### config.mk
export PLATFORM = sky130hd
export DESIGN_NAME = regfile_scoreboard
export DESIGN_NICKNAME = d
export VERILOG_FILES = /design/src/rtl/regfile_pkg.sv /design/src/rtl/pend_counter.sv /design/src/rtl/regfile_scoreboard.sv
export SDC_FILE = /design/constraint.sdc
export NUM_CORES = 2
export LEC_CHECK = 0
export CAP_MARGIN = 20
export CORE_ASPECT_RATIO = 1.75
export CORE_MARGIN = 10
export CORE_UTILIZATION = 45
export CTS_CLUSTER_SIZE = 16
export DETAILED_ROUTE_END_ITERATION = 8
export PLACE_DENSITY = 0.74
export SYNTH_ARGS = -nofsm -noshare
export SYNTH_HDL_FRONTEND = slang
export SYNTH_SLANG_ARGS = --single-unit
### constraint.sdc
create_clock -name clk -period 36.2 [get_ports clk]
set_clock_uncertainty 0.2 [all_clocks]
set_input_delay 3.62 -clock clk [delete_from_list [all_inputs] [get_ports clk]]
set_output_delay 3.62 -clock clk [all_outputs]
set_load 0.05 [all_outputs]
### src/rtl/regfile_pkg.sv
// Shared defaults and types for the register file / scoreboard slice.
package regfile_pkg;

    localparam int DEF_DATA_W   = 32;
    localparam int DEF_NUM_REGS = 32;
    localparam int DEF_PEND_W   = 2;
    localparam int DEF_ADDR_W   = $clog2(DEF_NUM_REGS);

    // Register address and pending-write counter at the default geometry.
    typedef logic [DEF_ADDR_W-1:0] reg_addr_t;
    typedef logic [DEF_PEND_W-1:0] pend_cnt_t;

endpackage

### src/rtl/pend_counter.sv
// Saturating outstanding-write counter for one architectural register.
// inc = issue targets this register, dec = writeback retires it, clr = flush.
// busy_next reports whether the counter is non-zero after this cycle.
module pend_counter
    import regfile_pkg::*;
#(
    parameter int PEND_W = DEF_PEND_W
) (
    input  logic clk,
    input  logic reset,
    input  logic inc,
    input  logic dec,
    input  logic clr,
    output logic busy_next,
    output logic ovf,
    output logic unf
);

    logic [PEND_W-1:0] cnt_reg;
    logic [PEND_W-1:0] cnt_step;
    logic [PEND_W-1:0] cnt_next;

    // Apply issue/retire with saturation at both ends; flush wins over both.
    always_comb begin
        cnt_step = cnt_reg;
        ovf      = 1'b0;
        unf      = 1'b0;
        if (inc && !dec) begin
            if (&cnt_reg) begin
                ovf = 1'b1;
            end else begin
                cnt_step = cnt_reg + PEND_W'(1);
            end
        end else if (dec && !inc) begin
            if (cnt_reg == '0) begin
                unf = 1'b1;
            end else begin
                cnt_step = cnt_reg - PEND_W'(1);
            end
        end
        cnt_next  = clr ? '0 : cnt_step;
        busy_next = |cnt_next;
    end

    // Counter state, cleared asynchronously by reset.
    always_ff @(posedge clk or posedge reset) begin
        if (reset) begin
            cnt_reg <= '0;
        end else begin
            cnt_reg <= cnt_next;
        end
    end

endmodule

### src/rtl/regfile_scoreboard.sv
// Multi-read-port register file with write-to-read bypass, optional
// hardwired zero register and a per-register outstanding-write scoreboard.
// Busy status is taken from the counters' next state so that an issue shows
// busy, and a retiring writeback shows not-busy, in the same cycle.
module regfile_scoreboard
    import regfile_pkg::*;
#(
    parameter int DATA_W   = DEF_DATA_W,
    parameter int NUM_REGS = DEF_NUM_REGS,
    parameter int ADDR_W   = $clog2(NUM_REGS),
    parameter int NUM_RD   = 2,
    parameter int PEND_W   = DEF_PEND_W,
    parameter int ZERO_REG = 1
) (
    input  logic                     clk,
    input  logic                     reset,
    input  logic [NUM_RD*ADDR_W-1:0] rd_addr,
    output logic [NUM_RD*DATA_W-1:0] rd_data,
    output logic [NUM_RD-1:0]        rd_busy,
    input  logic                     wr_en,
    input  logic [ADDR_W-1:0]        wr_addr,
    input  logic [DATA_W-1:0]        wr_data,
    input  logic                     iss_en,
    input  logic [ADDR_W-1:0]        iss_addr,
    input  logic                     flush,
    output logic                     err
);

    logic [DATA_W-1:0]   mem [NUM_REGS];
    logic [NUM_REGS-1:0] busy_next_vec;
    logic [NUM_REGS-1:0] ovf_vec;
    logic [NUM_REGS-1:0] unf_vec;
    logic                wr_ok;
    logic                err_reg;

    // Writes to the hardwired zero register are dropped.
    assign wr_ok = wr_en && !((ZERO_REG != 0) && (wr_addr == '0));

    // Register storage; reset clears every entry.
    always_ff @(posedge clk or posedge reset) begin
        if (reset) begin
            for (int r = 0; r < NUM_REGS; r++) begin
                mem[r] <= '0;
            end
        end else if (wr_ok) begin
            mem[wr_addr] <= wr_data;
        end
    end

    // One pending-write counter per register; the zero register never counts.
    generate
        for (genvar gi = 0; gi < NUM_REGS; gi++) begin : g_cnt
            localparam logic [ADDR_W-1:0] IDX    = ADDR_W'(gi);
            localparam bit                MASKED = (ZERO_REG != 0) && (gi == 0);

            logic inc;
            logic dec;

            assign inc = !MASKED && iss_en && (iss_addr == IDX);
            assign dec = !MASKED && wr_en  && (wr_addr  == IDX);

            pend_counter #(
                .PEND_W (PEND_W)
            ) u_cnt (
                .clk       (clk),
                .reset     (reset),
                .inc       (inc),
                .dec       (dec),
                .clr       (flush),
                .busy_next (busy_next_vec[gi]),
                .ovf       (ovf_vec[gi]),
                .unf       (unf_vec[gi])
            );
        end
    endgenerate

    // Read ports: bypass the writeback value, force zero for r0 and in reset.
    generate
        for (genvar gi = 0; gi < NUM_RD; gi++) begin : g_rd
            logic [ADDR_W-1:0] addr;
            logic              masked;
            logic [DATA_W-1:0] data;

            assign addr   = rd_addr[gi*ADDR_W +: ADDR_W];
            assign masked = (ZERO_REG != 0) && (addr == '0);

            // Select bypass or stored value for this port.
            always_comb begin
                data = mem[addr];
                if (wr_en && (wr_addr == addr)) begin
                    data = wr_data;
                end
                if (masked || reset) begin
                    data = '0;
                end
            end

            assign rd_data[gi*DATA_W +: DATA_W] = data;
            assign rd_busy[gi] = !reset && !masked && busy_next_vec[addr];
        end
    endgenerate

    // Sticky error: any counter overflow or underflow; only reset clears it.
    always_ff @(posedge clk or posedge reset) begin
        if (reset) begin
            err_reg <= 1'b0;
        end else if ((|ovf_vec) || (|unf_vec)) begin
            err_reg <= 1'b1;
        end
    end

    assign err = err_reg;

endmodule

Yosys cells after proc, flatten, opt, wreduce, memory -nomap -nowiden:

Index checks and enable logic that the tools add are counted.

* flip-flop bits (word level): 1089
* latch bits: 0
* RAM bits: 0
* bits in read-only memories: 0
* input port bits: 57
* word-level logic and storage cells: 828
* memories: 0

* add/subtract/negate cells: 62
* multipliers: 0
* divide/modulo/power cells: 0
* magnitude comparators: 6
* equal/unequal tests: 64
* shifts and indexed selects: 0
* mux-type cells: 328
* bitwise operators: 3
* reductions and logical operators: 300

Operators with widths (count)
* 1024-bit bitwise mux: 1
* 32-bit binary-select mux with 5-bit select: 2
* 2-bit 2-to-1 mux: 156
* 32-bit 2-to-1 mux: 9
* 32-bit demux with 5-bit select: 1
* 5-bit equality test (second input constant): 32
* 1-bit 2-to-1 mux: 157
* 1-bit logical AND: 132
* 5-bit by 4-bit equality test with 1-bit output (second input constant): 16
* 1-bit zero test: 66
* 2-bit OR reduction: 32
* 2-bit by 1-bit adder with 2-bit output (second input constant): 31
* 2-bit zero test: 31
* 2-bit AND reduction: 31
* 31-bit OR reduction: 2
* 2-bit by 1-bit subtractor with 2-bit output (second input constant): 31
* 5-bit by 3-bit equality test with 1-bit output (second input constant): 8
* 5-bit by 2-bit equality test with 1-bit output (second input constant): 4
* 6-bit >= comparator (second input constant): 3
* 5-bit inverter with 6-bit output: 3
* 5-bit zero test: 3
* 5-bit by 6-bit less-than comparator with 1-bit output (second input constant): 2
* 1-bit binary-select mux with 5-bit select: 2
* 5-bit by 1-bit equality test with 1-bit output (second input constant): 2
* 3 further kinds: 6

Longest topological paths before layout:

* word-level depth: 11
* gate-level depth with buffers: 11

Cells and area by module:

Synthesis repeated with hierarchy kept, for this count alone.

* cell total of the unflattened synthesis: 5009
* area, all modules: 61272.5 um2

Modules (own cells, without submodules)
* regfile_scoreboard: times used 1, cells each 4369, area an instance 56067.5 um2, seq. area each 25649.6 um2
* pend_counter: times used 32, cells each 20, area an instance 162.7 um2, seq. area each 50.0 um2

Worst setup path after synthesis:

No wires, ideal clock.

* kind: input -> output
* start point: input reset
* end point: output rd_data[32]
* data arrival time: 32.588 ns
* setup slack: -0.208 ns
* cell stages on the path: 3
* cell sequence: inv_1 o41ai_1 a21oi_1

* word-level cells in the longest chain between the ends: 2

Ends and longest elaborated chain
* from (decl): RTL line regfile_scoreboard.sv:16 `input logic reset,`
* 1-bit logical OR: RTL line regfile_scoreboard.sv:93 `if (masked || reset) begin`
* 32-bit 2-to-1 mux: RTL line regfile_scoreboard.sv:93
* to (decl): RTL line regfile_scoreboard.sv:18 `output logic [NUM_RD*DATA_W-1:0] rd_data,`

No other way between the ends.

Final worst setup path:

* start point: input rd_addr[0]
* end point: output rd_data[23]

* word-level cells in the longest chain between the ends: 6
* elaborated cells on any way between the ends: 10
* classes of those cells: eq/ne: 1; mux: 5; bitwise: 1; reduce/logical: 3

Ends and longest elaborated chain
* from (decl): RTL line regfile_scoreboard.sv:17 `input logic [NUM_RD*ADDR_W-1:0] rd_addr,`
* 5-bit inverter with 6-bit output (not written as such): RTL line regfile_scoreboard.sv:89 `data = mem[addr];`
* 32-bit binary-select mux with 5-bit select: RTL line regfile_scoreboard.sv:89
* 32-bit 2-to-1 mux (not written as such) (2 in series): RTL line regfile_scoreboard.sv:89
* 32-bit 2-to-1 mux: RTL line regfile_scoreboard.sv:90 `if (wr_en && (wr_addr == addr)) begin`
* 32-bit 2-to-1 mux *: RTL line regfile_scoreboard.sv:93

Mark *: on every way between the ends. The rest lies on a longest branch, timed or not. The select of a mux whose other input is x is not followed.

==> metrics.txt <==
# TYPE chip_impl_metric gauge
chip_impl_metric{name="final_hold_viol_count",unit=""} 0
chip_impl_metric{name="wl_per_cell",unit="µm"} 28.7
chip_impl_metric{name="synthesis.area",unit="µm²"} 61400
chip_impl_metric{name="syn_inst",unit=""} 5800
chip_impl_metric{name="gp_routability_congestion",unit=""} 0.944
chip_impl_metric{name="cts_hold_buffers",unit=""} 0
chip_impl_metric{name="power.density_cell_area",unit="nW/µm²"} 50.9
chip_impl_metric{name="synth_async_sr_flop_share",unit="%"} 100
chip_impl_metric{name="finalCoreUtilization",unit="%"} 49.8
chip_impl_metric{name="r2r_setup_slack",unit="ps"} 33720
chip_impl_metric{name="maxClockFrequency",unit="GHz"} 0.0774
chip_impl_metric{name="synthesis_stage_register_bit_count",unit=""} 1089
chip_impl_metric{name="netlist-cell-type-count",unit=""} 75
chip_impl_info{name="timing.rr.start",value="g_cnt[27].u_cnt.cnt_reg[0]$_DFF_PP0_"} 1
chip_impl_info{name="crit_path_start",value="rd_addr[0]"} 1
chip_impl_metric{name="synth-xor-area-share",unit="%"} 0.143
chip_impl_metric{name="num_vias",unit=""} 49500
chip_impl_metric{name="final_nets",unit=""} 5658
chip_impl_metric{name="groute.usage.overall",unit="%"} 27.6
chip_impl_info{name="startpoint_type",value="input pin"} 1
chip_impl_info{name="synth-main-ff-cell",value="dfrtp_1"} 1
chip_impl_metric{name="drcViolationCount",unit=""} 0
chip_impl_metric{name="fillers",unit=""} 11900
chip_impl_metric{name="synth_sequential_area_ratio",unit="%"} 44.4
chip_impl_metric{name="mappedNetlistNets",unit=""} 5857
chip_impl_metric{name="cts_inserted_buffers",unit=""} 99
chip_impl_metric{name="yosys.area.top_type_share",unit="%"} 44.4
chip_impl_metric{name="largest_net_degree_at_the_start_of_global_routing",unit=""} 181
chip_impl_metric{name="port_buffers",unit=""} 123
chip_impl_metric{name="synthesis.area_per_instance",unit="µm²"} 10.6
chip_impl_metric{name="largest_register_ffs",unit=""} 1024
chip_impl_metric{name="viasPerCell",unit=""} 6.61
chip_impl_metric{name="antenna_found_initial",unit=""} 9
chip_impl_metric{name="timing.final.setup_violations",unit=""} 0
chip_impl_metric{name="io-pin-count",unit=""} 124
chip_impl_metric{name="critPathRequiredTime",unit="ps"} 32380
chip_impl_metric{name="final_min_period_over_clock_period",unit="%"} 35.7
chip_impl_metric{name="first_pass_grt_wire_length",unit="mm"} 317
chip_impl_metric{name="antenna_left",unit=""} 0
chip_impl_info{name="hold_class",value="reg -> reg"} 1
chip_impl_metric{name="synth-edff-count",unit=""} 0
chip_impl_info{name="synth_top_cells_by_area",value="dfrtp_1 44%, mux2_2 14%, mux4_2 9.6%"} 1
chip_impl_metric{name="post_cts_resize_count",unit=""} 0
chip_impl_metric{name="layout-drive-gt1-share",unit="%"} 24.7
chip_impl_metric{name="synth_compound_gate_area_share",unit="%"} 10.6
chip_impl_metric{name="initial_utilization",unit="%"} 45.2
chip_impl_metric{name="synth_fa_ha_area_share",unit="%"} 0.377
chip_impl_metric{name="first_pass_iters",unit=""} 8
chip_impl_metric{name="core_area",unit="µm²"} 136000
chip_impl_metric{name="core.rowCount",unit=""} 179
chip_impl_metric{name="leakage_component_of_the_power",unit="nW"} 30.4
chip_impl_metric{name="drv_slew",unit=""} 0
chip_impl_metric{name="worst-slew-pin-transition",unit="ps"} 1130
chip_impl_metric{name="h-tree-depth",unit=""} 3
chip_impl_metric{name="postCtsSetupRepairBufs",unit=""} 0
chip_impl_metric{name="cts.reportedPaths.clkPinSlew",unit="ps"} 60
chip_impl_info{name="worstSetupPathType",value="in -> out"} 1
chip_impl_metric{name="area.growth.synth_to_final",unit="%"} 10.1
chip_impl_metric{name="iteration_0_drc_markers",unit=""} 6088
chip_impl_metric{name="tritoncts_sink_count",unit=""} 1089
chip_impl_info{name="largest_family_of_logic_cells_by_synthesized_area",value="multiplexers"} 1
chip_impl_metric{name="combined_area_of_the_multi_input_logic_cells",unit="µm²"} 32200
chip_impl_info{name="clock_tree_from_tritoncts",value="done"} 1
chip_impl_metric{name="die-area",unit="µm²"} 152000
chip_impl_metric{name="dpl.hpwl",unit="mm"} 116
chip_impl_metric{name="worst_path_fanout_max",unit=""} 71
chip_impl_metric{name="die_h",unit="µm"} 509
chip_impl_metric{name="setup-tns-final",unit="ps"} 0
chip_impl_metric{name="grt_overflow",unit=""} 0
chip_impl_metric{name="total_routed_length",unit="mm"} 215
chip_impl_metric{name="vias_in_the_first_global_route",unit=""} 50000
chip_impl_metric{name="portion_of_netlist_area_occupied_by_mux_cells",unit="%"} 29.9
chip_impl_metric{name="register_area",unit="µm²"} 27300
chip_impl_info{name="run_status",value="finished, final reports clean"} 1
chip_impl_metric{name="die_w",unit="µm"} 299
chip_impl_metric{name="clkLatencyLatePin",unit="ps"} 720
chip_impl_metric{name="post_layout_minimum_cycle_time",unit="ps"} 12910
chip_impl_metric{name="timing.max_slew.rel_slack",unit="%"} 24.6
chip_impl_metric{name="worst_hold_slack",unit="ps"} 204
chip_impl_metric{name="synthesis.yosys.warnings",unit=""} 0
chip_impl_info{name="setup_repair_after_global_routing_missed_its_margin",value="no"} 1
chip_impl_metric{name="synth_simple_gate_area_share",unit="%"} 11.0
chip_impl_metric{name="ir_drop",unit="V"} 0.0000390
chip_impl_info{name="endpoint_type_of_the_worst_setup_path",value="output pin"} 1
chip_impl_metric{name="ctsLongestPathBuffers",unit=""} 3
chip_impl_metric{name="maxCapViolCount",unit=""} 0
chip_impl_info{name="min_from",value="mem[1004]$_DFFE_PP0P_"} 1
chip_impl_info{name="synth_top_cell_by_area",value="dfrtp_1"} 1
chip_impl_info{name="clock-root-buffer",value="clkbuf_16"} 1
chip_impl_metric{name="worst_ep_arrival_time",unit="ps"} 9090
==> worst max-delay path, cell delays in order <==
cell             delay (ps)
buf_8                   610
buf_4                   610
buf_4                   750
buf_4                   760
mux2i_1                 190
a221oi_1                410
nor2_1                   90
o21ai_0                 400
o211ai_1                150
a21oi_1                 430
clkdlybuf4s50_1         910
==> worst paths after layout <==
kind | depth (start not counted) | endpoint
setup / recovery | 11 | rd_data[23]
setup reg to reg | 6 | err$_DFFE_PP0P_
hold reg to reg | 0 | mem[1004]$_DFFE_PP0P_
max in group asynchronous | 8 | mem[307]$_DFFE_PP0P_
min in group asynchronous | 3 | g_cnt[3].u_cnt.cnt_reg[1]$_DFF_PP0_
hold / removal | 0 | mem[1004]$_DFFE_PP0P_
==> final cells by class <==
cell class                 count  area share, %
inverter                       9         0.0555
clock inverter                40          0.855
antenna                        5         0.0185
tap                         1810           3.35
timing repair buffer         256           3.63
multi-input combinational   4146           47.6
clock buffer                 138           4.22
sequential                  1089           40.3
==> where the power goes <==
group	switching, mW	leakage [nW]	internal (mW)
clock	0.501	1.69	0.632
combinational	0.356	14.6	0.361
sequential	0.158	14.1	1.43
==> cells by family (layout without fill, tap and decap cells) <==
kind of cell / count (synthesis) / count (layout)
adder cells (fa/ha/maj): 23 / 23
XOR/XNOR: 10 / 10
AND/OR/NAND/NOR: 1657 / 1657
flip-flops: 1089 / 1089
other: 0 / 5
AO/OA/AOI/OAI: 1045 / 1045
buffers and inverters: 565 / 443
multiplexers: 1411 / 1411
==> stage by stage <==
step                      cells  setup WS [ps]  instance area (µm²)  total power [mW]
after global placement     7300          23350                63900              2.27
after global routing       7492          23020                67600              3.57
after CTS                  7479          23350                67400              3.43
after detailed placement   7301          23380                64000              2.31
final                      7493          23290                67600              3.44
after floorplan            5800          10030                61400              2.11
==> cell usage after synthesis (5+ instances only) <==
| cell | n |
|---|---|
| mux2i_1 | 382 |
| nand2b_1 | 8 |
| buf_1 | 68 |
| xor2_1 | 8 |
| dfrtp_1 | 1089 |
| nor4_1 | 17 |
| and2_1 | 37 |
| nor3_1 | 21 |
| o211ai_1 | 99 |
| a32oi_1 | 8 |
| maj3_1 | 22 |
| a211oi_1 | 9 |
| o21ai_0 | 291 |
| clkbuf_1 | 423 |
| nand4_1 | 10 |
| a22oi_1 | 127 |
| mux2_2 | 767 |
| nor2b_1 | 11 |
| a221oi_1 | 128 |
| inv_1 | 9 |
| a31oi_1 | 5 |
| a2111oi_0 | 11 |
| nand3_1 | 55 |
| nor2_1 | 229 |
| nand2_1 | 1222 |
| nand4b_1 | 5 |
| mux4_2 | 262 |
| buf_2 | 60 |
| or2_2 | 6 |
| a21oi_1 | 334 |
==> cell usage in the layout, fill, tap and decap left out, types with 35 or more instances in the layout <==
cell type / count
o21ai_0: 291
clkbuf_16: 103
nand3_1: 53
and2_1: 35
buf_4: 122
a221oi_1: 128
mux2i_1: 382
nor2_1: 218
nand2_1: 1196
o211ai_1: 99
a21oi_1: 334
mux2_2: 767
clkdlybuf4s50_1: 113
dfrtp_1: 1089
mux4_2: 262
a22oi_1: 127
==> per-layer routing <==
metal | part of all wire, % | wire [µm] | up-vias | global-route usage, %
met5 | 0.025 | 54 | - | 0
met4 | 7.8 | 16800 | 8 | 19.5
li1 | - | - | 20500 | -
met3 | 12 | 25400 | 986 | 7.44
met1 | 35 | 74300 | 24800 | 32.3
met2 | 46 | 98700 | 3177 | 43.6
(Power assumes the default switching activity.)
